## config.mk

```make
export PLATFORM = sky130hd
export DESIGN_NAME = nexys_starship_repair_ctrl
export DESIGN_NICKNAME = d
export VERILOG_FILES = /design/src/rtl/nexys_starship_repair_ctrl.sv
export SDC_FILE = /design/constraint.sdc
export NUM_CORES = 1
export LEC_CHECK = 0
export BUFFER_PORTS_ARGS = -buffer_cell sky130_fd_sc_hd__buf_4
export CORE_MARGIN = 2
export CORE_UTILIZATION = 25
export DETAILED_ROUTE_END_ITERATION = 7
export PLACE_DENSITY = 0.49
export SLEW_MARGIN = 25
export SYNTH_ARGS = -nofsm -noshare
export SYNTH_HDL_FRONTEND = slang
export SYNTH_SLANG_ARGS = --single-unit
```

## constraint.sdc

```tcl
create_clock -name Clk -period 12.7 [get_ports Clk]
set_input_delay 1.27 -clock Clk [delete_from_list [all_inputs] [get_ports Clk]]
set_output_delay 1.27 -clock Clk [all_outputs]
set_load 0.02 [all_outputs]
```

## src/rtl/nexys_starship_repair_ctrl.sv

```systemverilog
// Repair-code controller for the four ship rooms. It issues an LFSR code when a room
// breaks, checks player submissions, and raises game over on timeout or too many strikes.
module nexys_starship_repair_ctrl #(
  parameter int TIMER_W        = 30,
  parameter int TIMEOUT_CYCLES = 1000000000,
  parameter int MAX_STRIKES    = 3
) (
  input  logic        Clk,
  input  logic        Reset,
  input  logic        play_flag,
  input  logic [3:0]  broken,
  input  logic        submit,
  input  logic [3:0]  submit_value,
  input  logic [1:0]  room_sel,
  output logic [15:0] combo,
  output logic [3:0]  armed,
  output logic [3:0]  repair_done,
  output logic        fail_pulse,
  output logic [1:0]  strikes,
  output logic        game_over_req
);

  localparam logic ST_IDLE  = 1'b0;
  localparam logic ST_ARMED = 1'b1;
  localparam logic [TIMER_W-1:0] TIMER_LOAD = TIMER_W'(TIMEOUT_CYCLES);
  localparam logic [1:0]         STRIKE_MAX = 2'(MAX_STRIKES);

  logic [15:0]        r_lfsr;
  logic [3:0]         r_brk_q;
  logic [3:0]         r_state;
  logic [15:0]        r_code;
  logic [TIMER_W-1:0] r_timer [4];
  logic [3:0]         r_done;
  logic               r_fail;
  logic [1:0]         r_strikes;
  logic               r_gover;

  logic        w_fb;
  logic [3:0]  w_rise;
  logic [15:0] w_cand;
  logic [3:0]  w_hit;
  logic [3:0]  w_ok;
  logic [3:0]  w_tmo;
  logic        w_bad;
  logic [1:0]  w_strikes_nxt;
  logic        w_gover_set;

  assign w_fb   = r_lfsr[0] ^ r_lfsr[2] ^ r_lfsr[3] ^ r_lfsr[5];
  assign w_rise = broken & ~r_brk_q;

  // Zero nibbles become 1 so an idle switch bank never matches a fresh code.
  always_comb begin
    w_cand = r_lfsr;
    w_hit  = '0;
    w_ok   = '0;
    w_tmo  = '0;
    for (int r = 0; r < 4; r++) begin
      if (r_lfsr[4*r +: 4] == 4'h0) w_cand[4*r +: 4] = 4'h1;
      w_hit[r] = submit && (room_sel == 2'(r)) && (r_state[r] == ST_ARMED);
      w_ok[r]  = (submit_value == r_code[4*r +: 4]);
      w_tmo[r] = (r_state[r] == ST_ARMED) && !w_hit[r] && (r_timer[r] == TIMER_W'(1));
    end
  end

  assign w_bad         = play_flag && |(w_hit & ~w_ok);
  assign w_strikes_nxt = (r_strikes == STRIKE_MAX) ? r_strikes : r_strikes + 2'd1;
  assign w_gover_set   = (play_flag && |w_tmo) || (w_bad && w_strikes_nxt == STRIKE_MAX);

  always_ff @(posedge Clk or posedge Reset) begin
    if (Reset) begin
      r_lfsr    <= 16'hACE1;
      r_brk_q   <= '0;
      r_state   <= '0;
      r_code    <= '0;
      r_done    <= '0;
      r_fail    <= 1'b0;
      r_strikes <= '0;
      r_gover   <= 1'b0;
      for (int r = 0; r < 4; r++) r_timer[r] <= '0;
    end else begin
      r_lfsr  <= {w_fb, r_lfsr[15:1]};
      r_brk_q <= broken;
      r_done  <= '0;
      r_fail  <= 1'b0;
      if (!play_flag) begin
        r_state   <= '0;
        r_code    <= '0;
        r_strikes <= '0;
        for (int r = 0; r < 4; r++) r_timer[r] <= '0;
      end else begin
        for (int r = 0; r < 4; r++) begin
          if (r_state[r] == ST_IDLE) begin
            if (w_rise[r]) begin
              r_state[r]       <= ST_ARMED;
              r_code[4*r +: 4] <= w_cand[4*r +: 4];
              r_timer[r]       <= TIMER_LOAD;
            end
          end else if (w_hit[r] && w_ok[r]) begin
            r_state[r]       <= ST_IDLE;
            r_code[4*r +: 4] <= 4'h0;
            r_timer[r]       <= '0;
            r_done[r]        <= 1'b1;
          end else if (!w_hit[r] && r_timer[r] != '0) begin
            r_timer[r] <= r_timer[r] - TIMER_W'(1);
          end
        end
        if (w_bad) begin
          r_fail    <= 1'b1;
          r_strikes <= w_strikes_nxt;
        end
      end
      if (w_gover_set) r_gover <= 1'b1;
    end
  end

  assign combo         = r_code;
  assign armed         = r_state;
  assign repair_done   = r_done;
  assign fail_pulse    = r_fail;
  assign strikes       = r_strikes;
  assign game_over_req = r_gover;

endmodule

```

==> impl_metrics.toml, run 1 <==
[status]
status = "finished clean"

[synth]
syn_area_um2 = 8910
synth_area_per_cell_um2 = 9.44
synth_edf_count = 0
synth_cell_types = 66
ys_ff_latch = 168
yosysSeqAreaShare_pct = 47.3
yosys.area.top_type = "dfrtp_1"
synth_top_cell_area_share_pct = 44.9
ys_async_sr_fraction_pct = 100
netlist_instances = 944
syn_nets = 966
ys_warn_count = 0
synthTopCellsByArea = "dfrtp_1 45%, a22o_1 5.6%, nor2_1 4.6%, o21ai_0 3.8%, xnor2_1 3.5%"
ys.flop_type = "dfrtp_1"

[layout]
final_core_util_pct = 29.0
layout_commonest_cell = "dfrtp_1"
design_area_um2 = 10200
n_fill_cell = 3701
drive_gt1_share_pct = 10.3
final_cell_mix = "160 x dfrtp_1, 109 x nor2_1, 68 x o21ai_0"
multi_input_area_um2 = 4420
layout.nets = 987
register_area_um2 = 4210
area_growth_pct = 15.0

[setup_path]
crit_fanout = 17
cp-start-kind = "input pin"
critPathArrivalTime_ps = 3870
critPathRequiredTime_ps = 13070
critical_path_class = "input pin to flip-flop"
cp-end-kind = "flip-flop"

[global_routing]
grt_pass1_vias = 7257
grt_antenna_before_repair = 1
grt_pass1_wl_um = 40600
grt_max_degree = 90
grt_overflow = 0
grtUsageTotal_pct = 14.0

[detailed_routing]
drc = 0
vias = 7413
wl_um = 25200
wirelength_met1_um = 12100
drt_iter0_drc = 641
wire_per_inst_um = 17.5
wl_met2_um = 11700
wl_met3_um = 844
first_pass_iters = 7
antenna_left = 0
via_per_inst = 5.15
routed.top_layer = "met4"

[sta]
period_minus_slack_ps = 3500
fmaxAchievable_ghz = 0.286
period_share_pct = 27.6
setup_viol = 0
hold_violations = 0
finalSetupTns_ps = 0
drv_slew = 0
slew_headroom_pct = 33.1
max_slew.worst_pin.slew_ps = 997
grt_setup_unrepaired = "no"
fin_hold_ws_ps = 380
fin_skew_ps = 12.0

[floorplan]
dieArea_um2 = 37200
core_um2 = 35300
row_count = 69
die_w_um = 193
num_io_pins = 42
die_h_um = 193
start_util_pct = 25.2

[cts]
ctsRootBufferMaster = "clkbuf_16"
post_cts_buffers = 0
cts_tree = "done"
clk_path_buf_depth = 2
cts_hold_buf = 0
cts_inserted_buffers = 17
h-tree-depth = 4
clock-sinks = 168
cts-resized-gates = 0
clk-insertion-delay-late_ps = 440
clkSlewWorstSetupHoldPaths_ps = 70

[placed_design]
io_buffers = 41
postPlaceCellArea_um2 = 9640
gp_congestion = 0.777
dp_hpwl_um = 17400

[pwr]
power.density_nw_per_um2 = 152
design_power_total_w = 0.00156
vdd_drop_max_v = 0.0000879
leakage_nw = 4.22

[flow_run]
drv_cap = 0

[worst_hold_path]
holdCritPathClass = "flip-flop to flip-flop"
-- sequential cells by signal (all words and copies together) (netlist names) --
| register | flops |
|---|---|
| r_timer | 120 |
| combo | 16 |
| r_lfsr | 16 |
| armed | 4 |
| r_brk_q | 4 |
| repair_done | 4 |
| strikes | 2 |
| fail_pulse | 1 |
| game_over_req | 1 |
-- cell type report --
type | instances | share of cell area (%)
Antenna cell | 1 | 0.0244
Inverter | 19 | 0.745
Multi-Input combinational cell | 712 | 43.1
Tap cell | 461 | 5.63
Timing Repair Buffer | 47 | 3.48
Clock inverter | 13 | 1.64
Sequential cell | 168 | 41.1
Clock buffer | 19 | 4.23
-- critical path, stage by stage --
cell	delay, ps
buf_4	190
inv_1	500
o31a_1	660
a21oi_1	310
nor2_1	660
a22o_1	250
-- layer usage --
metal,vias up,global-route usage [%]
li1,3530,-
met1,3689,19.0
met2,158,22.2
met3,36,2.35
met4,0,5.17
met5,-,0
-- kinds of logic (layout without fill, tap and decap cells) --
family / count (synthesis) / count (layout) / synth area share (%)
fa+ha+maj: 8 / 8 / 1.12
compound gates: 230 / 230 / 18.1
flops: 168 / 168 / 47.3
other cells: 0 / 1 / 0
mux: 1 / 1 / 0.112
buf+inv: 64 / 98 / 3.15
simple gates: 401 / 401 / 23.1
xor+xnor: 72 / 72 / 7.08
-- power breakdown --
part / internal [W] / switching [W] / total (W)
Combinational: 0.000137 / 0.000221 / 0.000359
Sequential: 0.000592 / 0.0000673 / 0.000660
Clock: 0.000312 / 0.000229 / 0.000541
Total: 0.00104 / 0.000518 / 0.00156
-- final timing paths --
check,slack [ps],startpoint,depth (start not counted),to
max,9200,play_flag,6,r_timer[41]$_DFFE_PP0P_
min,380,r_lfsr[11]$_DFF_PP1_,0,r_lfsr[10]$_DFF_PP1_
max reg2reg,9210,r_timer[33]$_DFFE_PP0P_,6,r_timer[41]$_DFFE_PP0P_
min reg2reg,380,r_lfsr[11]$_DFF_PP1_,0,r_lfsr[10]$_DFF_PP1_
max in group asynchronous,10450,Reset,3,r_timer[73]$_DFFE_PP0P_
min in group asynchronous,1010,Reset,2,repair_done[0]$_DFF_PP0_
-- synthesized netlist by cell type, types with 3 or more instances --
cell	count
or3_1	21
o41ai_1	10
o31a_1	4
nand3b_1	4
ha_1	8
o31ai_4	3
o21ai_0	68
clkbuf_1	35
dfstp_2	8
inv_1	19
nor3b_1	3
a31oi_1	6
nor3_1	50
nor4_1	39
or2_2	3
o22ai_1	5
a22o_1	57
and2_1	6
nand3_1	26
or2_1	3
or4_4	3
nand4b_1	3
xnor2_1	36
nand4_1	25
a21oi_1	16
o21ai_1	17
a211oi_1	3
nand2b_1	10
buf_2	4
o31ai_1	19
xor2_1	36
and3_1	4
nand2_1	64
o21bai_1	3
nor2_1	109
or4_1	14
nor2b_1	4
dfrtp_1	160
-- per-stage QoR --
step                setup WS [ps]  instances
floorplan                    6900        944
global placement             8650       1407
detailed placement           8690       1407
CTS                          9180       1439
global route                 8940       1440
finish                       9200       1440
Note: power is estimated with default switching activity, not from simulation.
==> run 2: changes to the inputs <==
ABC_AREA = 1   (was unset)
PLACE_DENSITY = 0.5   (was 0.49)
clock period = 3.1 ns   (was 12.7 ns; I/O delays follow)
==> run 2 against run 1 <==
Cell count grew 62%. Sequential power grew to 3.8 times the previous value. Non-clock buffer count grew 15. Critical path type is now flip-flop to flip-flop. Largest cell class unchanged. Highest routed layer unchanged. Combinational power grew to 4.3 times the previous value. Area after synthesis grew 25%. Register-to-register slack lost 8400 ps. Worst setup slack lost 8400 ps. Critical path depth grew 5.
==> impl_metrics.toml, run 2 <==
[pwr]
vdd_drop_max_v = 0.000371
leakage_nw = 6.43
power.density_nw_per_um2 = 489

[setup_path]
reg2reg_setup_slack_ps = 790
rr_endpoint = "r_timer[98]$_DFFE_PP0P_"
critPathArrivalTime_ps = 2630
crit_path_cell_trace = "inv_1 > ha_1 > nand2_2 > nor2_4 > nand2_2 > nor2_2 > nand2_1 > nand2_4 > nand2_4 > inv_2 > o21ai_0"
critPathRequiredTime_ps = 3420
reg2reg_depth = 11
critical_path_class = "flip-flop to flip-flop"
r2r_start = "r_timer[90]$_DFFE_PP0P_"
critPathMaxStageDelay_ps = 390
cp-end-kind = "flip-flop"
path_buf_inv = 2
critPathTopFamily = "simple AND/OR/NAND/NOR gates"
cp-start-kind = "flip-flop"
crit_slowest_cell = "dfrtp_1"
crit_fanout = 21

[global_routing]
grtUsageTotal_pct = 14.4
grt_pass1_vias = 10300
grt_max_degree = 48
grt_antenna_before_repair = 0
grt_overflow = 0
grt_pass1_wl_um = 54100

[status]
status = "finished clean"

[layout]
register_area_um2 = 4210
stdcell_count = 2336
multi_input_area_um2 = 5880
layout_commonest_cell = "nand2_1"
drive_gt1_share_pct = 9.35
largest_reg_flops = 120
largest-register = "r_timer"
area_growth_pct = 13.9
final_cell_mix = "538 x nand2_1, 270 x nor2_1, 205 x inv_1"
diodes = 0
n_fill_cell = 4947
layout.nets = 1753

[sta]
fmaxAchievable_ghz = 0.432
setup_viol = 0
hold_violations = 0
slew_headroom_pct = 39.9
finalSetupTns_ps = 0
drv_slew = 0
period_share_pct = 74.7
fin_hold_ws_ps = 42.2
max_slew.worst_pin.slew_ps = 899
period_minus_slack_ps = 2310
fin_skew_ps = 10.4
grt_setup_unrepaired = "no"

[cts]
h-tree-depth = 4
cts_tree = "done"
ctsRootBufferMaster = "clkbuf_16"
cts-resized-gates = 0
cts_inserted_buffers = 17
clock-sinks = 168
clkSlewWorstSetupHoldPaths_ps = 70
clk_path_buf_depth = 2
clk-insertion-delay-late_ps = 450

[synth]
synth.most_common_cell = "nand2_1"
syn_area_um2 = 11200
ys_async_sr_fraction_pct = 100
syn_nets = 1713
ys_warn_count = 0
synth_edf_count = 0
synthTopCellsByArea = "dfrtp_1 36%, nand2_1 18%, nor2_1 9.1%, nand3_1 8.2%, inv_1 6.9%"
ys_ff_latch = 168
yosysSeqAreaShare_pct = 37.7
synth_area_per_cell_um2 = 6.61
synth_top_cell_area_share_pct = 35.8
synth_commonest_cells = "538 x nand2_1, 270 x nor2_1, 206 x inv_1"
synth_cell_types = 41
yosys.area.top_type = "dfrtp_1"
ys.flop_type = "dfrtp_1"
netlist_instances = 1691

[detailed_routing]
via_per_inst = 4.46
drc = 0
first_pass_iters = 5
vias = 10400
antenna_left = 0
wire_per_inst_um = 13.7
wl_um = 31900
drt_iter0_drc = 698

[placed_design]
gp_congestion = 0.849
io_buffers = 41
dp_cells = 2300
dp_hpwl_um = 23100

[floorplan]
num_io_pins = 42
row_count = 77
dieArea_um2 = 46400
start_util_pct = 25.3
die_w_um = 215
core_um2 = 44100
die_h_um = 215

[flow_run]
drv_cap = 0

[worst_hold_path]
holdCritPathClass = "input pin to asynchronous set/reset pin"
## run 2: cell count changes in the layout (fill, tap and decap cells not counted), moves of 14 or more
cell	previous run	this run
nand3_1	26	182
nor3_1	50	23
nor2_1	109	270
o31ai_1	19	4
a22o_1	57	0
or4_1	14	0
nor4_1	39	0
nand2_1	64	538
xnor2_1	36	2
inv_1	18	205
or3_1	21	0
## run 2: where the power goes
part           total [W]  leakage [nW]  switching, W  internal (W)
Combinational    0.00154          3.97       0.00106      0.000480
Clock            0.00217         0.273       0.00104       0.00113
Sequential       0.00250          2.19      0.000171       0.00233
Total            0.00622          6.43       0.00228       0.00394
## run 2: layer usage
layer | vias up | routed length, µm | global-route usage (%)
met5 | - | 0 | 0
met4 | 0 | 308 | 3.36
met3 | 21 | 1130 | 2.68
met2 | 169 | 14100 | 22.9
met1 | 4839 | 16400 | 20.3
li1 | 5399 | - | -
## run 2: layout make-up
type | instances | share of cell area, %
multi-input combinational | 1266 | 46.2
sequential | 168 | 33.1
timing repair buffer | 62 | 3.93
clock buffer | 19 | 3.40
tap | 592 | 5.82
inverter | 216 | 6.44
clock inverter | 13 | 1.08
## run 2: worst max path at each step
stage                             from                 endpoint  slack [ps]  depth (start not counted)
6_report       r_timer[90]$_DFFE_PP0P_  r_timer[98]$_DFFE_PP0P_         790                         11
5_1_grt        r_timer[30]$_DFFE_PP0P_  r_timer[32]$_DFFE_PP0P_         540                         12
4_1_cts        r_timer[90]$_DFFE_PP0P_  r_timer[99]$_DFFE_PP0P_         740                         12
3_5_place_dp               room_sel[1]  r_timer[45]$_DFFE_PP0P_         650                         13
3_3_place_gp                    submit  r_timer[54]$_DFFE_PP0P_         690                         13
2_1_floorplan                    Reset       armed[0]$_DFF_PP0_         660                          1
## run 2: cells by family after synthesis
group / count (synthesis) / share of synthesized area (%)
xor gates and xnor gates: 41 / 3.21
DFF: 168 / 37.7
adders and majority gates: 8 / 0.896
and+or+nand+nor: 1094 / 42.1
AOI/OAI and AO/OA: 123 / 6.42
buffers and inverters: 257 / 9.68
## run 2: what timing repair did
action / CTS / global route
hold buffers: 4 / 0
hold endpoints to repair: 4 / 0
setup buffers: 0 / 0
## run 2: through the flow
step	setup WS, ps	area, µm²	total power, W	utilization [%]
4_1_cts	741	12700	0.00631	28.8
6_report	786	12700	0.00622	28.8
3_5_place_dp	648	12100	0.00408	27.4
2_1_floorplan	656	11200	0.00368	-
3_3_place_gp	695	12100	0.00407	27.4
5_1_grt	539	12700	0.00667	28.8
